<file path="src/rtl/spi_pkg.sv">
// rtl/spi_pkg.sv - shared types and sizing helpers for the parametrised SPI master
package spi_pkg;

    typedef enum logic [2:0] {
        IDLE  = 3'd0,
        SETUP = 3'd1,
        XFER  = 3'd2,
        HOLD  = 3'd3,
        GAP   = 3'd4
    } spi_state_t;

    typedef struct packed {
        logic cpol;
        logic cpha;
    } spi_mode_t;

    localparam int DEF_DATA_W = 16;
    localparam int DEF_NUM_SS = 4;
    localparam int DEF_DIV_W  = 8;

    // Number of SCLK edges in one word: one leading and one trailing per bit.
    function automatic int edge_count(input int data_w);
        return 2 * data_w;
    endfunction

    // $clog2 that never returns zero, so single-entry selects still get a 1-bit port.
    function automatic int clog2_min1(input int v);
        return (v > 1) ? $clog2(v) : 1;
    endfunction

endpackage

</file>
<file path="src/rtl/spi_edge_gen.sv">
// rtl/spi_edge_gen.sv - SCLK half-period divider with terminal-count strobe and edge phase
module spi_edge_gen #(
    parameter int DIV_W = 8
) (
    input  logic             clk,
    input  logic             rst,
    input  logic             clr,
    input  logic             en,
    input  logic             edge_en,
    input  logic [DIV_W-1:0] n_m1,
    output logic             tick,
    output logic             lead
);

    logic [DIV_W-1:0] cnt;

    // Strobe on the last count of each half-period; the counter never exceeds n_m1.
    assign tick = en && (cnt == n_m1);

    // Divider counts 0..N-1 and wraps while the transfer is running.
    always_ff @(posedge clk) begin
        if (rst || clr) begin
            cnt <= '0;
        end else if (en) begin
            cnt <= tick ? '0 : cnt + 1'b1;
        end
    end

    // Tracks whether the next SCLK edge is leading (odd) or trailing (even).
    always_ff @(posedge clk) begin
        if (rst || clr) begin
            lead <= 1'b1;
        end else if (tick && edge_en) begin
            lead <= ~lead;
        end
    end

endmodule

</file>
<file path="src/rtl/spi_mstr_param.sv">
// rtl/spi_mstr_param.sv - parametrised SPI master: FSM, shift registers and slave-select decode
module spi_mstr_param
    import spi_pkg::*;
#(
    parameter int DATA_W = DEF_DATA_W,
    parameter int NUM_SS = DEF_NUM_SS,
    parameter int DIV_W  = DEF_DIV_W
) (
    input  logic                          clk,
    input  logic                          rst,
    input  logic                          wrt,
    input  logic [DATA_W-1:0]             cmd,
    input  logic [clog2_min1(NUM_SS)-1:0] ss_sel,
    input  logic                          cpol,
    input  logic                          cpha,
    input  logic [DIV_W-1:0]              half_div,
    input  logic                          MISO,
    output logic                          busy,
    output logic                          done,
    output logic [DATA_W-1:0]             rd_data,
    output logic [NUM_SS-1:0]             SS_n,
    output logic                          SCLK,
    output logic                          MOSI
);

    localparam int EDGES   = edge_count(DATA_W);
    localparam int EDGE_CW = clog2_min1(EDGES + 1);
    localparam int SS_W    = clog2_min1(NUM_SS);

    spi_state_t           state;
    spi_state_t           state_nxt;
    spi_mode_t            mode_q;
    logic [SS_W-1:0]      ss_q;
    logic [DIV_W-1:0]     n_m1;
    logic [DATA_W-1:0]    tx_sr;
    logic [DATA_W-1:0]    rx_sr;
    logic [EDGE_CW-1:0]   edge_cnt;
    logic                 tick;
    logic                 lead;
    logic                 accept;
    logic                 edge_phase;
    logic                 last_edge;
    logic                 ss_active;

    assign accept     = (state == IDLE) && wrt;
    assign edge_phase = (state == SETUP) || (state == XFER);
    assign last_edge  = (edge_cnt == EDGE_CW'(EDGES - 1));

    spi_edge_gen #(.DIV_W(DIV_W)) u_edge_gen (
        .clk     (clk),
        .rst     (rst),
        .clr     (accept),
        .en      (state != IDLE),
        .edge_en (edge_phase),
        .n_m1    (n_m1),
        .tick    (tick),
        .lead    (lead)
    );

    // State register.
    always_ff @(posedge clk) begin
        if (rst) begin
            state <= IDLE;
        end else begin
            state <= state_nxt;
        end
    end

    // Next-state: every non-idle phase advances on a divider strobe.
    always_comb begin
        state_nxt = state;
        case (state)
            IDLE:    if (wrt) state_nxt = SETUP;
            SETUP:   if (tick) state_nxt = XFER;
            XFER:    if (tick && last_edge) state_nxt = HOLD;
            HOLD:    if (tick) state_nxt = GAP;
            GAP:     if (tick) state_nxt = IDLE;
            default: state_nxt = IDLE;
        endcase
    end

    // Decoded outputs: busy for the whole transaction, one select low until HOLD ends.
    always_comb begin
        busy      = (state != IDLE);
        ss_active = (state == SETUP) || (state == XFER) || (state == HOLD);
        SS_n      = '1;
        for (int i = 0; i < NUM_SS; i++) begin
            if (ss_active && (int'(ss_q) == i)) SS_n[i] = 1'b0;
        end
    end

    // Datapath: latch request, toggle SCLK, shift MOSI out and MISO in, publish result.
    always_ff @(posedge clk) begin
        if (rst) begin
            mode_q   <= '0;
            ss_q     <= '0;
            n_m1     <= '0;
            tx_sr    <= '0;
            rx_sr    <= '0;
            edge_cnt <= '0;
            SCLK     <= 1'b0;
            MOSI     <= 1'b0;
            done     <= 1'b0;
            rd_data  <= '0;
        end else begin
            done <= 1'b0;
            if (accept) begin
                mode_q   <= '{cpol: cpol, cpha: cpha};
                ss_q     <= ss_sel;
                n_m1     <= (half_div == '0) ? '0 : half_div - 1'b1;
                edge_cnt <= '0;
                rx_sr    <= '0;
                SCLK     <= cpol;
                // With cpha=0 the first bit must be on the wire before the first edge.
                if (!cpha) begin
                    MOSI  <= cmd[DATA_W-1];
                    tx_sr <= cmd << 1;
                end else begin
                    tx_sr <= cmd;
                end
            end else if (tick && edge_phase) begin
                SCLK     <= ~SCLK;
                edge_cnt <= edge_cnt + 1'b1;
                if ((lead == mode_q.cpha) && (mode_q.cpha || !last_edge)) begin
                    MOSI  <= tx_sr[DATA_W-1];
                    tx_sr <= tx_sr << 1;
                end
                if (lead != mode_q.cpha) begin
                    rx_sr <= {rx_sr[DATA_W-2:0], MISO};
                end
            end else if (state == IDLE) begin
                SCLK <= mode_q.cpol;
            end
            if ((state == GAP) && tick) begin
                done    <= 1'b1;
                rd_data <= rx_sr;
            end
        end
    end

endmodule
</file>
<file path="config.mk">
export PLATFORM = sky130hd
export DESIGN_NAME = spi_mstr_param
export DESIGN_NICKNAME = d
export VERILOG_FILES = /design/src/rtl/spi_pkg.sv /design/src/rtl/spi_edge_gen.sv /design/src/rtl/spi_mstr_param.sv
export SDC_FILE = /design/constraint.sdc
export NUM_CORES = 1
export LEC_CHECK = 0
export BUFFER_PORTS_ARGS = -buffer_cell sky130_fd_sc_hd__buf_4
export CORE_ASPECT_RATIO = 1.75
export CORE_MARGIN = 3
export CORE_UTILIZATION = 51
export CTS_CLUSTER_DIAMETER = 60
export DETAILED_ROUTE_END_ITERATION = 10
export MAX_ROUTING_LAYER = met4
export PLACE_DENSITY = 0.75
export SETUP_SLACK_MARGIN = 0.02
export SYNTH_ARGS = -nofsm -noshare
export SYNTH_HDL_FRONTEND = slang
export SYNTH_SLANG_ARGS = --single-unit
export TNS_END_PERCENT = 1
</file>
<file path="constraint.sdc">
create_clock -name clk -period 1.8 [get_ports clk]
set_input_delay 0.09 -clock clk [delete_from_list [all_inputs] [get_ports clk]]
set_output_delay 0.09 -clock clk [all_outputs]
set_load 0.005 [all_outputs]
</file>
**Yosys cells after proc, flatten, opt, wreduce, memory -nomap -nowiden**

Index checks and enable logic that the tools add are counted.
W data, S select, Z words.

- Logic and storage cells: 87
- Output and inout bits: 24
- Input port bits: 32
- Register bits after elaboration: 81

- Mux-type cells: 24
- Bitwise operators: 2
- Reductions and logical operators: 27
- $add $sub $neg: 3
- Eq/ne operators: 17

Operator list:

| cell | number |
|---|---|
| $mux W16 | 4 |
| $mux W8 | 2 |
| $mux W3 | 5 |
| $pmux W3 S5 | 1 |
| $mux W1 | 12 |
| $ne A2 B2 Y1 const B | 6 |
| $logic_and A1 B1 Y1 | 10 |
| $add A8 B1 Y8 const B | 1 |
| $eq A8 B8 Y1 | 1 |
| $logic_not A8 Y1 | 1 |
| $sub A8 B1 Y8 const B | 1 |
| $add A6 B1 Y6 const B | 1 |
| $eq A3 B2 Y1 const B | 2 |
| $eq A6 B5 Y1 const B | 1 |
| $reduce_bool A3 Y1 | 2 |
| $reduce_and A5 Y1 | 1 |
| $eq A2 B2 Y1 const B | 2 |
| $logic_or A1 B1 Y1 | 4 |
| $reduce_and A2 Y1 | 2 |
| $reduce_bool A2 Y1 | 2 |
| $eq A3 B1 Y1 const B | 1 |
| $eq A3 B3 Y1 const B | 1 |
| $logic_not A3 Y1 | 1 |
| $reduce_and A3 Y1 | 1 |
| 7 further kinds | 8 |

**Longest topological paths before layout**

- Depth in word-level cells: 7
- Gate-level depth with buffers: 8
- Depth with buffers taken out: 6

**By module**

From an unflattened synthesis, not the netlist that was laid out.

- Cell total of the unflattened synthesis: 452
- Area total of the unflattened synthesis: 3,833.7 um^2

Modules (own cells, without submodules):

| module | seq. area each (um^2) | cells an instance | area an instance (um^2) | instances |
|---|---|---|---|---|
| spi_mstr_param | 1,441.4 | 390 | 3,288.2 | 1 |
| spi_edge_gen | 180.2 | 62 | 545.5 | 1 |

**Least setup slack after synthesis**

No wires, ideal clock.

- Path type: reg-to-reg
- Start point: reg u_edge_gen.cnt[2]
- End point: reg edge_cnt[3]
- Period minus slack after synthesis: 1.842 ns
- Arrival time: 1.772 ns
- Setup slack: -0.042 ns
- Cell stages (with the launch flop): 6
- Buffers on the path: 0
- Library setup time: 0.070 ns
- Required time: 1.730 ns
- Cells stage by stage: dfxtp_1 > xor2_1 > nor4_2 > nand3_2 > or4_1 > a21oi_1

- Longest elaborated chain between the ends: 3

RTL lines:

| what | line | text |
|---|---|---|
| from (decl) | spi_edge_gen.sv:15 | `logic [DIV_W-1:0] cnt;` |
| from (signal assigned) | spi_edge_gen.sv:25 | `cnt <= tick ? '0 : cnt + 1'b1;` |
| $eq A8 B8 Y1 | spi_edge_gen.sv:18 | `assign tick = en && (cnt == n_m1);` |
| $logic_and A1 B1 Y1 | spi_edge_gen.sv:18 |  |
| $logic_and A1 B1 Y1 | spi_mstr_param.sv:121 | `end else if (tick && edge_phase) begin` |
| to (signal assigned) | spi_mstr_param.sv:123 | `edge_cnt <= edge_cnt + 1'b1;` |
| to (decl) | spi_mstr_param.sv:37 | `logic [EDGE_CW-1:0] edge_cnt;` |

No other way between the ends.
A chain may end at the register's enable or synchronous reset.

**Final worst setup path**

- Start point: reg u_edge_gen.cnt[1]
- End point: reg edge_cnt[3]

Same word-level chain as after synthesis.

==> impl_metrics.env <==
export IMPL_stdcell_count=594
export IMPL_num_rows=40
export IMPL_antenna_found_initial=0
export IMPL_grt_pass1_wl_mm=13.0
export IMPL_drt_iter0_drc=172
export IMPL_hold_viol_final=0
export IMPL_die_height_um=119
export IMPL_wl_met2_mm=4.40
export IMPL_max_freq_mhz=515
export IMPL_period_minus_slack_ps=1940
export IMPL_setup_viol=9
export IMPL_viasPerCell=5.30
export IMPL_violations="negative setup slack"
export IMPL_start_util_pct=53.5
export IMPL_synthFlopType="dfxtp_1"
export IMPL_final_setup_worst_slack_ps=-140
export IMPL_die_area_mm2=0.00846
export IMPL_critPathBufInv=1
export IMPL_dp_cells=577
export IMPL_yosysTopAreaCell="dfxtp_1"
export IMPL_dr_pass1_iters=4
export IMPL_grt_pass1_vias=3064
export IMPL_avgSynthCellArea_um2=8.85
export IMPL_rsz0062_at_grt="yes"
export IMPL_cts_sinks=81
export IMPL_syn_inst=424
export IMPL_cts_tree="built"
export IMPL_grt_overflow=0
export IMPL_cpMaxStageDelayCell="or4_1"
export IMPL_ir_drop_uv=624
export IMPL_antenna_cells=0
export IMPL_min_period_over_period_pct=108
export IMPL_ys_seq_elements=81
export IMPL_fp_dieW_um=70.8
export IMPL_num_vias=3150
export IMPL_io_buffers=55
export IMPL_clkTransAtPathRegs_ps=60
export IMPL_cts_root_buf="clkbuf_16"
export IMPL_synthDistinctLibCells=40
export IMPL_grt_max_degree=45
export IMPL_clock_skew_ps=6.03
export IMPL_hp_class="primary input to register"
export IMPL_cp_end_kind="register"
export IMPL_final_nets=543
export IMPL_crit_type="register to register"
export IMPL_synth_top_area_share_pct=43.2
export IMPL_h_tree_depth=3
export IMPL_finalMaxSlewViolations=0
export IMPL_synth_most_common_cell="dfxtp_1"
export IMPL_cp_arrival_ps=2200
export IMPL_p_total_mw=4.94
export IMPL_post_dp_hpwl_mm=5.78
export IMPL_path_cells="xor2_2, nor4_4, buf_4, nand3_4, or4_1, a21oi_1"
export IMPL_setup_tns_ps=-432
export IMPL_maxCapViolCount=0
export IMPL_dp_slack_ps=-142
export IMPL_drive_gt1_share_pct=24.5
export IMPL_slew_headroom_pct=71.7
export IMPL_clock_latency_ps=330
export IMPL_io_pins=56
export IMPL_met3WireLength_um=279
export IMPL_top_layer="met4"
export IMPL_yosys_top_cells_area="dfxtp_1 43%, mux2i_1 13%, nor2_1 5.1%"
export IMPL_run_status="finished, violations left"
export IMPL_max_stage_delay_ps=480
export IMPL_power_per_cell_area_mw_per_mm2=1020
export IMPL_area_growth_pct=29.2
export IMPL_worst_ep_required_time_ps=2060
export IMPL_finish_utilization_pct=69.1
export IMPL_drc=0
export IMPL_yosysSeqAreaShare_pct=43.2
export IMPL_place_congestion=0.802
export IMPL_synth_edff_count=0
export IMPL_cts_buffers=9
export IMPL_wl_met1_mm=3.15
export IMPL_yosysWarnings=0
export IMPL_p_leak_nw=2.16
export IMPL_ys_top_cells_by_count="81 x dfxtp_1, 51 x nor2_1, 47 x mux2i_1, 47 x nand2_1, 26 x o21ai_0"
export IMPL_placeableCoreArea_mm2=0.00701
export IMPL_fillers=565
export IMPL_avgRoutedWirePerCell_um=13.4
export IMPL_syn_num_nets=460
export IMPL_globalRouteTotalUtil_pct=19.7
export IMPL_syn_area_mm2=0.00375
export IMPL_crit_family="simple AND/OR/NAND/NOR gates"
export IMPL_crit_fanout=5
export IMPL_async_flop_share_pct=0
export IMPL_cp_start_kind="register"
export IMPL_wirelength_mm=7.96
export IMPL_tightest_slew_ps=424
export IMPL_ant_nets=0
export IMPL_cts_buffer_depth=2
sequential cells by signal, indices dropped and copies added (netlist names):
name             count
rd_data             16
rx_sr               16
tx_sr               16
n_m1                 8
u_edge_gen.cnt       8
edge_cnt             6
state                3
mode_q               2
ss_q                 2
MOSI                 1
SCLK                 1
done                 1
u_edge_gen.lead      1
cell usage in the layout, fill, tap and decap left out, types with 2 or more instances in the layout:
cell type  synthesis  final
a211o_1           14     14
a21o_1             3      3
a21oi_1           15     15
buf_12             0      3
buf_4              1     92
buf_6              1      2
clkbuf_1          14      3
clkbuf_16          0      9
clkbuf_8           0      2
dfxtp_1           81     80
ha_1               4      4
inv_1              7      7
mux2_2             2      2
mux2i_1           47     47
nand2_1           47     47
nand2b_1          18     18
nand3_1           25     25
nand3b_1           3      3
nand4_1            3      3
nor2_1            51     49
nor2_2             0      2
nor3_1             3      3
nor4_4             0      2
o21ai_0           26     25
o31ai_1            2      2
or4_1              3      3
xnor2_1           11     11
xor2_1            15     14
report_power, final:
group          internal [mW]  total [mW]  switching, mW
Combinational          0.634        1.28          0.651
Clock                  0.995        1.64          0.648
Sequential              1.92        2.01         0.0933
kinds of logic after synthesis:
group / count (synthesis) / synth area share (%)
and+or+nand+nor: 167 / 21.5
DFF: 81 / 43.2
AOI/OAI and AO/OA: 64 / 10.8
muxes: 49 / 13.1
buffers and inverters: 33 / 3.87
xor gates and xnor gates: 26 / 6.07
adders and majority gates: 4 / 1.33
cell type report:
class,instances,area [µm²],share of cell area (%)
inverter,7,26.3,0.542
sequential,81,1620,33.5
multi-input combinational,310,2040,42.2
timing repair buffer,98,783,16.2
tap,84,105,2.17
clock buffer,14,264,5.45
per-stage QoR:
step	instance area, µm²	hold WS (ps)
global route	4840	14.1
finish	4840	11.7
detailed placement	4500	344
floorplan	3770	205
CTS	4800	3.33
global placement	4500	336
tightest hold or removal path, stage by stage:
cell and delay (ps):
buf_4 120, nand2_1 50, a21oi_1 50
path summary, 6_finish.rpt:
kind | depth (start not counted) | endpoint | from | slack [ps]
worst min register to register | 2 | mode_q[1]$_SDFFE_PP0P_ | mode_q[1]$_SDFFE_PP0P_ | 460
worst max register to register | 6 | edge_cnt[3]$_SDFFE_PP0P_ | u_edge_gen.cnt[1]$_SDFFE_PP0P_ | -140
worst min-delay path | 3 | mode_q[1]$_SDFFE_PP0P_ | cpol | 10
worst max-delay path | 6 | edge_cnt[3]$_SDFFE_PP0P_ | u_edge_gen.cnt[1]$_SDFFE_PP0P_ | -140
routing by layer:
layer / up-vias / GRT usage (%)
met3: 12 / 4.65
met5: - / -
met4: 0 / 7.88
met1: 1470 / 19.2
li1: 1613 / -
met2: 55 / 36.5
repair_timing:
| item | in CTS | in global routing |
|---|---|---|
| setup buffers | 1 | 1 |
| gates resized for setup | 3 | 10 |
| endpoints found under the hold margin | 1 | 0 |
| pin swaps | 3 | 4 |
| setup endpoints to repair | 20 | 35 |
| hold buffers | 1 | 0 |
Power figures use the tool's default switching activity.
